File: src/rtl/capture_pkg.sv
// Shared definitions for the photo capture path: FSM state encoding and
// the default frame size (640x480).
package capture_pkg;

   typedef enum logic [2:0] {
      S_IDLE    = 3'd0,
      S_ARM     = 3'd1,
      S_CAPTURE = 3'd2,
      S_DRAIN   = 3'd3,
      S_DONE    = 3'd4
   } capture_state_t;

   localparam int DEFAULT_FRAME_PIXELS = 307200;

endpackage

File: src/rtl/pixel_fifo.sv
// Small synchronous FIFO between the pixel strobe and the memory writer.
// DEPTH must be a power of two; the head word is visible combinationally.
module pixel_fifo #(
   parameter int DEPTH = 4,
   parameter int WIDTH = 16
) (
   input  logic             clk,
   input  logic             reset_n,
   input  logic             push,
   input  logic [WIDTH-1:0] wr_data,
   input  logic             pop,
   output logic [WIDTH-1:0] rd_data,
   output logic             full,
   output logic             empty
);

   localparam int AW = $clog2(DEPTH);

   logic [WIDTH-1:0] mem [DEPTH];
   logic [AW:0]      wr_ptr;
   logic [AW:0]      rd_ptr;
   logic             do_push;
   logic             do_pop;

   // Extra pointer MSB distinguishes full from empty when the indices match.
   assign empty   = (wr_ptr == rd_ptr);
   assign full    = (wr_ptr[AW] != rd_ptr[AW]) && (wr_ptr[AW-1:0] == rd_ptr[AW-1:0]);
   assign do_push = push && !full;
   assign do_pop  = pop && !empty;
   assign rd_data = mem[rd_ptr[AW-1:0]];

   always_ff @(posedge clk or negedge reset_n) begin
      if (!reset_n) begin
         wr_ptr <= '0;
         rd_ptr <= '0;
      end else begin
         if (do_push) wr_ptr <= wr_ptr + 1'b1;
         if (do_pop)  rd_ptr <= rd_ptr + 1'b1;
      end
   end

   always_ff @(posedge clk) begin
      if (do_push) mem[wr_ptr[AW-1:0]] <= wr_data;
   end

endmodule

File: src/rtl/photo_capture.sv
// Captures one camera frame into memory after a ready request: pixels are
// buffered in a small FIFO and written to consecutive (packed) addresses.
module photo_capture
   import capture_pkg::*;
#(
   parameter int              FRAME_PIXELS = DEFAULT_FRAME_PIXELS,
   parameter int              ADDR_W       = 20,
   parameter logic [ADDR_W-1:0] BASE_ADDR  = '0,
   parameter int              FIFO_DEPTH   = 4
) (
   input  logic              clk,
   input  logic              reset_n,
   input  logic              ready,
   input  logic              sof,
   input  logic              pix_valid,
   input  logic [15:0]       pix_data,
   output logic              mem_wr,
   output logic [ADDR_W-1:0] mem_addr,
   output logic [15:0]       mem_data,
   input  logic              mem_ack,
   output logic              busy,
   output logic              done,
   output logic              overflow,
   output logic              short_frame,
   output logic [2:0]        state_dbg
);

   localparam int               CNT_W      = $clog2(FRAME_PIXELS + 1);
   localparam logic [CNT_W-1:0] FRAME_LAST = CNT_W'(FRAME_PIXELS - 1);

   capture_state_t   state;
   logic [CNT_W-1:0] pix_count;
   logic             fifo_push;
   logic             fifo_pop;
   logic             fifo_full;
   logic             fifo_empty;
   logic [15:0]      fifo_head;
   logic             writer_active;

   // Handshake: mem_wr/mem_addr/mem_data form a valid-style request that is
   // held until mem_ack; a cycle with mem_wr=1 and mem_ack=1 transfers one
   // word. mem_ack with mem_wr=0 has no effect.
   assign writer_active = (state == S_ARM) || (state == S_CAPTURE) || (state == S_DRAIN);
   assign mem_wr        = writer_active && !fifo_empty;
   assign mem_data      = mem_wr ? fifo_head : 16'h0000;
   assign fifo_pop      = mem_wr && mem_ack;
   assign fifo_push     = (state == S_CAPTURE) && pix_valid && !sof;

   assign busy      = (state != S_IDLE);
   assign done      = (state == S_DONE);
   assign state_dbg = state;

   pixel_fifo #(
      .DEPTH (FIFO_DEPTH),
      .WIDTH (16)
   ) u_fifo (
      .clk     (clk),
      .reset_n (reset_n),
      .push    (fifo_push),
      .wr_data (pix_data),
      .pop     (fifo_pop),
      .rd_data (fifo_head),
      .full    (fifo_full),
      .empty   (fifo_empty)
   );

   always_ff @(posedge clk or negedge reset_n) begin
      if (!reset_n) begin
         state       <= S_IDLE;
         pix_count   <= '0;
         mem_addr    <= BASE_ADDR;
         overflow    <= 1'b0;
         short_frame <= 1'b0;
      end else begin
         // Address only advances on an accepted write, so dropped pixels cost nothing.
         if (fifo_pop) mem_addr <= mem_addr + ADDR_W'(1);

         case (state)
            S_IDLE: begin
               if (ready) begin
                  state       <= S_ARM;
                  pix_count   <= '0;
                  mem_addr    <= BASE_ADDR;
                  overflow    <= 1'b0;
                  short_frame <= 1'b0;
               end
            end
            S_ARM: begin
               if (sof) state <= S_CAPTURE;
            end
            S_CAPTURE: begin
               if (sof) begin
                  short_frame <= 1'b1;
                  state       <= S_DRAIN;
               end else if (pix_valid) begin
                  pix_count <= pix_count + 1'b1;
                  if (fifo_full) overflow <= 1'b1;
                  if (pix_count == FRAME_LAST) state <= S_DRAIN;
               end
            end
            S_DRAIN: begin
               if (fifo_empty) state <= S_DONE;
            end
            S_DONE: begin
               state <= S_IDLE;
            end
            default: begin
               state <= S_IDLE;
            end
         endcase
      end
   end

endmodule

File: config.mk
export PLATFORM = sky130hd
export DESIGN_NAME = photo_capture
export DESIGN_NICKNAME = d
export VERILOG_FILES = /design/src/rtl/capture_pkg.sv /design/src/rtl/pixel_fifo.sv /design/src/rtl/photo_capture.sv
export SDC_FILE = /design/constraint.sdc
export NUM_CORES = 1
export LEC_CHECK = 0
export ABC_AREA = 0
export CELL_PAD_IN_SITES_DETAIL_PLACEMENT = 1
export CELL_PAD_IN_SITES_GLOBAL_PLACEMENT = 2
export CORE_MARGIN = 2
export CORE_UTILIZATION = 39
export CTS_CLUSTER_SIZE = 28
export DETAILED_ROUTE_END_ITERATION = 16
export PLACE_DENSITY_LB_ADDON = 0.05
export SETUP_SLACK_MARGIN = 0.4
export SYNTH_ARGS = -nofsm -noshare
export SYNTH_HDL_FRONTEND = slang
export SYNTH_SLANG_ARGS = --single-unit
File: constraint.sdc
create_clock -name clk -period 2.46 [get_ports clk]
set_input_delay 0.738 -clock clk [delete_from_list [all_inputs] [get_ports clk]]
set_output_delay 0.738 -clock clk [all_outputs]
set_load 0.03 [all_outputs]
======== Word level (Yosys, flattened, before mapping) ========
Memories as Yosys holds them, arrays and structs flattened.
Index checks and enable logic that the tools add are counted.
storage, ports and cells
  input bits .............................. 22
  flip-flop bits (word level) ............. 50
  output and inout bits ................... 44
  memories kept ........................... 1
  memory bits (writable) .................. 64
memory list
  name        words  bits a word  read ports  clocked after memory_dff  write ports  RTL line          RTL
  u_fifo.mem  4      16           1           0                         1            pixel_fifo.sv:19  logic [WIDTH-1:0] mem [DEPTH];
operators by class
  equality and inequality tests ........... 17
  add/sub/neg operators ................... 4
  mux-type cells .......................... 24
  reduce and logical (&&, ||, !) cells .... 19
operators by type and width
  kind                   number
  $mux 20                3
  $mux 19                3
  $pmux 19 s2            1
  $add 20x1->20 const B  1
  $add 19x1->19 const B  1
  $eq 19x19->1 const B   1
  $mux 3                 6
  $mux 16                1
  $pmux 3 s4             1
  $ne 2x2->1 const B     5
  $reduce_and 5->1       2
  $logic_and 1x1->1      7
  $mux 1                 7
  $add 3x1->3 const B    2
  $eq 3x2->1 const B     2
  $ne 2x1->1 const B     2
  $pmux 1 s2             2
  $reduce_and 4->1       1
  $eq 3x1->1 const B     1
  $eq 3x3->1             1
  $eq 3x3->1 const B     1
  $logic_not 1->1        3
  $logic_not 3->1        1
  $ne 3x2->1 const B     1
  other kinds (7)        8

======== Depth between registers and ports, before layout ========
  depth in word-level cells ............... 8
  gate-level depth with buffers ........... 7
  gate-level depth less buffers ........... 5

======== Cells and area by module ========
Synthesis repeated with hierarchy kept, for this count alone.
second synthesis, totals
  cells, all modules ...................... 410
  area, all modules ....................... 5,378.9 µm²
by module, submodules not included
  module         times used  cells an instance  area each (µm²)
  pixel_fifo     1           132                2,829.0
  photo_capture  1           278                2,549.9

======== Worst setup path before layout ========
OpenSTA, ideal clock, no wires.
  path kind ............................... register to output
  from .................................... register state[0] (netlist: state_dbg[0])
  to ...................................... output port mem_data[10]
  data required time ...................... 1,722 ps
  arrival time ............................ 1,844 ps
  stages on the path, launching flop included .. 6
  path slack .............................. -122 ps
  cells stage by stage .................... dfrtp_1 -> buf_2 -> o21bai_4 -> a31oi_1 -> clkbuf_1 -> and2_1
on the way
  longest elaborated chain between the ends .. 5
  elaborated cells between the ends (all ways) .. 7
  those cells by class .................... 3 x eq/ne; 1 x mux; 3 x reduce/logical
ends and longest elaborated chain
  element                                          RTL line             RTL
  start: declaration                               photo_capture.sv:31  capture_state_t state;
  start signal: assignment                         photo_capture.sv:69  state <= S_IDLE;
  start signal: assignment                         photo_capture.sv:81  state <= S_ARM;
  start signal: assignment                         photo_capture.sv:89  if (sof) state <= S_CAPTURE;
  $eq 3x1->1 / $eq 3x2->1 (equally long branches)  photo_capture.sv:43  assign writer_active = (state == S_ARM) || (state == S_CAPTURE) || (state == S_DRAIN);
  $logic_or 1x1->1                                 photo_capture.sv:43
  $logic_or 1x1->1 (*)                             photo_capture.sv:43
  $logic_and 1x1->1 (*)                            photo_capture.sv:44  assign mem_wr = writer_active && !fifo_empty;
  named net mem_wr                                 photo_capture.sv:17  output logic mem_wr,
  $mux 16 (*)                                      photo_capture.sv:45  assign mem_data = mem_wr ? fifo_head : 16'h0000;
  end: declaration                                 photo_capture.sv:19  output logic [15:0] mem_data,
The timed path passes the listed nets; every way through them passes the cells marked *.

======== Final worst setup path ========
  from .................................... register u_fifo.rd_ptr[0]
  to ...................................... output port mem_data[2]
on the way
  longest elaborated chain between the ends .. 4
  elaborated cells between the ends (all ways) .. 5
  those cells by class .................... 1 x eq/ne; 1 x mux; 2 x reduce/logical; 1 x memory
ends and longest elaborated chain
  element                   RTL line             RTL
  start: declaration        pixel_fifo.sv:21     logic [AW:0] rd_ptr;
  start signal: assignment  pixel_fifo.sv:38     if (do_pop) rd_ptr <= rd_ptr + 1'b1;
  $eq 3x3->1                pixel_fifo.sv:26     assign empty = (wr_ptr == rd_ptr);
  $logic_not 1->1           photo_capture.sv:44
  $logic_and 1x1->1         photo_capture.sv:44
  $mux 16 (*)               photo_capture.sv:45
Every way passes the cells marked *; elsewhere a longest branch is shown, timed or not.

==> flow_summary_export.csv <==
group,metric,value,unit
placement,io_buffers,65,
setup_path,worst-r2r-setup-slack,0.43,ns
placement,pre_cts_ws,-0.168,ns
global_route,grt-ovfl-total,0,
setup_path,worstRegToRegCells,7,
cts,cts-root-buf,"clkbuf_16",
yosys,yosys.area_share.adder,0.0164,
placement,dp_hpwl,9190,um
cells_and_area,fin_util,0.553,
cts,cts_max_level,4,
routing,vias_per_cell,5.45,
cells_and_area,drive_gt1_frac,0.357,
run_status,violations,"negative setup slack",
setup_path,path_class,"reg2out",
job,cap_violations,0,
cells_and_area,design_area,7380,sq um
placement,placed_area,6510,sq um
sta,finalHoldViolCount,0,
sta,max_slew_margin,0.621,
yosys,synthMuxAreaShare,0.0863,
cts,cts_sinks,114,
sta,fin_crit,2.57,ns
setup_path,worstPathArrival,1.84,ns
global_route,grt.total_usage,0.198,
yosys,synth_area_per_cell,13.4,sq um
floorplanning,ios,66,
setup_path,endpoint,"mem_data[2]",
setup_path,startpoint_type,"flip-flop",
routing,num_vias,3829,
setup_path,endpoint_kind,"output pin",
yosys,synth_xor_area_frac,0.0224,
sta,setup_ws,-0.113,ns
yosys,ys_top_cells_by_area,"edfxtp_1 36%, dfrtp_1 23%, mux4_2 6.7%, and2_1 2.7%, a21oi_1 2.1%",
yosys,seq_area_frac_synth,0.593,
yosys,ys_ff_latch,114,
cts,ctsLongestPathBuffers,2,
yosys,synth_nets,429,
yosys,synth.largest_area_cell,"edfxtp_1",
cts,cts.hold.buffers_added,0,
sta,worst_pin_slew,0.568,ns
setup_path,crit_required,1.72,ns
floorplanning,num_rows,42,
cts,cts_tree,"built",
cells_and_area,nNetsFinal,545,
yosys,syn-cell-area,5350,sq um
routing,wl_per_cell,19.4,um
yosys,synth-compound-area-share,0.0942,
global_route,grt_max_degree,28,
sta,whs,0.311,ns
yosys,synth_top_area_frac,0.359,
routing,drtPass1Iterations,4,
placement,routabilityCongestion,0.762,
floorplanning,die_x,121,um
yosys,async_flop_share,0.439,
cts,clock_latency,0.42,ns
pwr,peakVddDrop,0.933,mV
yosys,synth_flop_cell,"edfxtp_1",
cells_and_area,area_growth_syn_to_layout,37.9,%
hold_path,hold_class,"in2async",
global_route,grt_pass1_wl,21900,um
setup_path,r2r_start,"u_fifo.rd_ptr[0]",
floorplanning,dieHeight,121,um
yosys,synth-simple-area-share,0.162,
yosys,yosysMostFrequentCell,"edfxtp_1",
yosys,synthTopCellsByCount,"64 x edfxtp_1, 50 x dfrtp_1, 26 x nand2_1",
sta,skew,0.00955,ns
pwr,powerDensity,1210,nW/um^2
yosys,synth-edff-count,64,
run_status,status,"finished, violations left",
cts,cts_buffers,17,
sta,setup_viol,16,
yosys,ys_warn_count,0,
sta,fin_crit_sh,1.05,
setup_path,reg2reg_to,"u_fifo.mem[1][0]",
setup_path,critPathMaxFanout,19,
setup_path,crit_start,"u_fifo.rd_ptr[0]",
routing,drtIter0Drc,199,
sta,setup_tns,-1.63,ns
yosys,synth_top_family_by_area,"simple AND/OR/NAND/NOR gates",
floorplanning,die_area,14700,sq um
sta,rsz0062_at_grt,"true",
global_route,antenna_found_initial,0,
cts,path_clk_slew,0.06,ns
floorplanning,initial_core_util,0.401,
cells_and_area,diodes,0,
sta,maxSlewViolCount,0,
yosys,synth_cell_types,61,
pwr,static-leakage-power,2.84,nW
yosys,synthCells,400,
sta,max_freq,389,MHz
routing,drcViolationCount,0,
global_route,grt_pass1_vias,4153,
routing,ant_nets,0,
floorplanning,core_area,13300,sq um
routing,wl,13600,um
-- per-layer routing --
layer / share of wire / vias to the layer above / GRT usage / routed length, um
li1: - / 1800 / - / -
met1: 0.42 / 1932 / 0.241 / 5730
met2: 0.53 / 77 / 0.334 / 7170
met3: 0.038 / 20 / 0.0658 / 518
met4: 0.015 / 0 / 0.0625 / 200
met5: 0 / - / 0 / 0
-- report_power, final --
group | total [mW] | leakage, nW | internal [mW] | switching [mW]
sequential | 2.45 | 1.24 | 2.22 | 0.229
clock | 2.32 | 0.264 | 1.47 | 0.858
combinational | 4.12 | 1.33 | 1.97 | 2.15
-- cells by family (layout without fill, tap and decap cells) --
family          count (synthesis)  count (layout)
simple gates                  144             145
compound gates                 70              70
flops                         114             114
xor+xnor                       12              12
fa+ha+maj                       7               7
buf+inv                        27             153
mux                            26              26
-- state kept, by name, indices dropped and copies added (netlist names) --
register and cells:
u_fifo.wr_ptr 3, pix_count 19, overflow 1, u_fifo.rd_ptr 3, mem_addr 20, u_fifo.mem 64
state_dbg 3, short_frame 1
-- repair_timing --
item                       CTS  global route
gates resized for setup     72            48
pin swaps                    5             8
setup endpoints to repair  127           110
cloned                       0             2
buffers inserted             7             3
-- final cells by class --
cell class	instances	area [sq um]
Clock buffer	19	433
Clock inverter	11	116
Fill cell	1314	5970
Inverter	7	26.3
Multi-Input combinational cell	260	2250
Sequential cell	114	3180
Tap cell	176	220
Timing Repair Buffer	116	1160
-- worst max-delay path: stages (launching register included) --
cell and delay, ns:
dfrtp_1 0.37, buf_12 0.21, mux4_2 0.53, and2_4 0.18
buf_6 0.13
-- worst min-delay path by stage --
stage / start / to / slack (ns)
final: reset_n / mem_addr[5] / 0.31
after global routing: reset_n / mem_addr[5] / 0.34
after CTS: reset_n / mem_addr[5] / 0.32
after detailed placement: mem_addr[19] / mem_addr[19] / 0.51
after global placement: mem_addr[19] / mem_addr[19] / 0.48
after floorplan: reset_n / mem_addr[0] / 0.44
-- placed cells by master, fill, tap and decap left out, types with 5 or more instances in the layout --
| cell type | count |
|---|---|
| clkdlybuf4s50_1 | 17 |
| nor2_1 | 8 |
| nand2_1 | 26 |
| nand3_1 | 17 |
| nor4_1 | 5 |
| clkinv_2 | 5 |
| mux2i_1 | 9 |
| buf_12 | 9 |
| o31ai_1 | 14 |
| dfrtp_2 | 6 |
| buf_6 | 22 |
| buf_4 | 38 |
| and2_4 | 21 |
| dfrtp_1 | 44 |
| dlygate4sd2_1 | 15 |
| nand4_1 | 11 |
| or4_1 | 12 |
| a21oi_1 | 18 |
| ha_1 | 6 |
| mux4_2 | 16 |
| xnor2_1 | 5 |
| edfxtp_1 | 64 |
| inv_1 | 6 |
| clkbuf_16 | 18 |
| o21ai_0 | 6 |
-- per-stage QoR --
step,power [mW],cells
2_1_floorplan,4.91,400
3_3_place_gp,6.05,661
3_5_place_dp,6.12,661
4_1_cts,8.72,698
5_1_grt,9.34,703
6_report,8.90,703
Note: power is estimated with default switching activity, not from simulation.
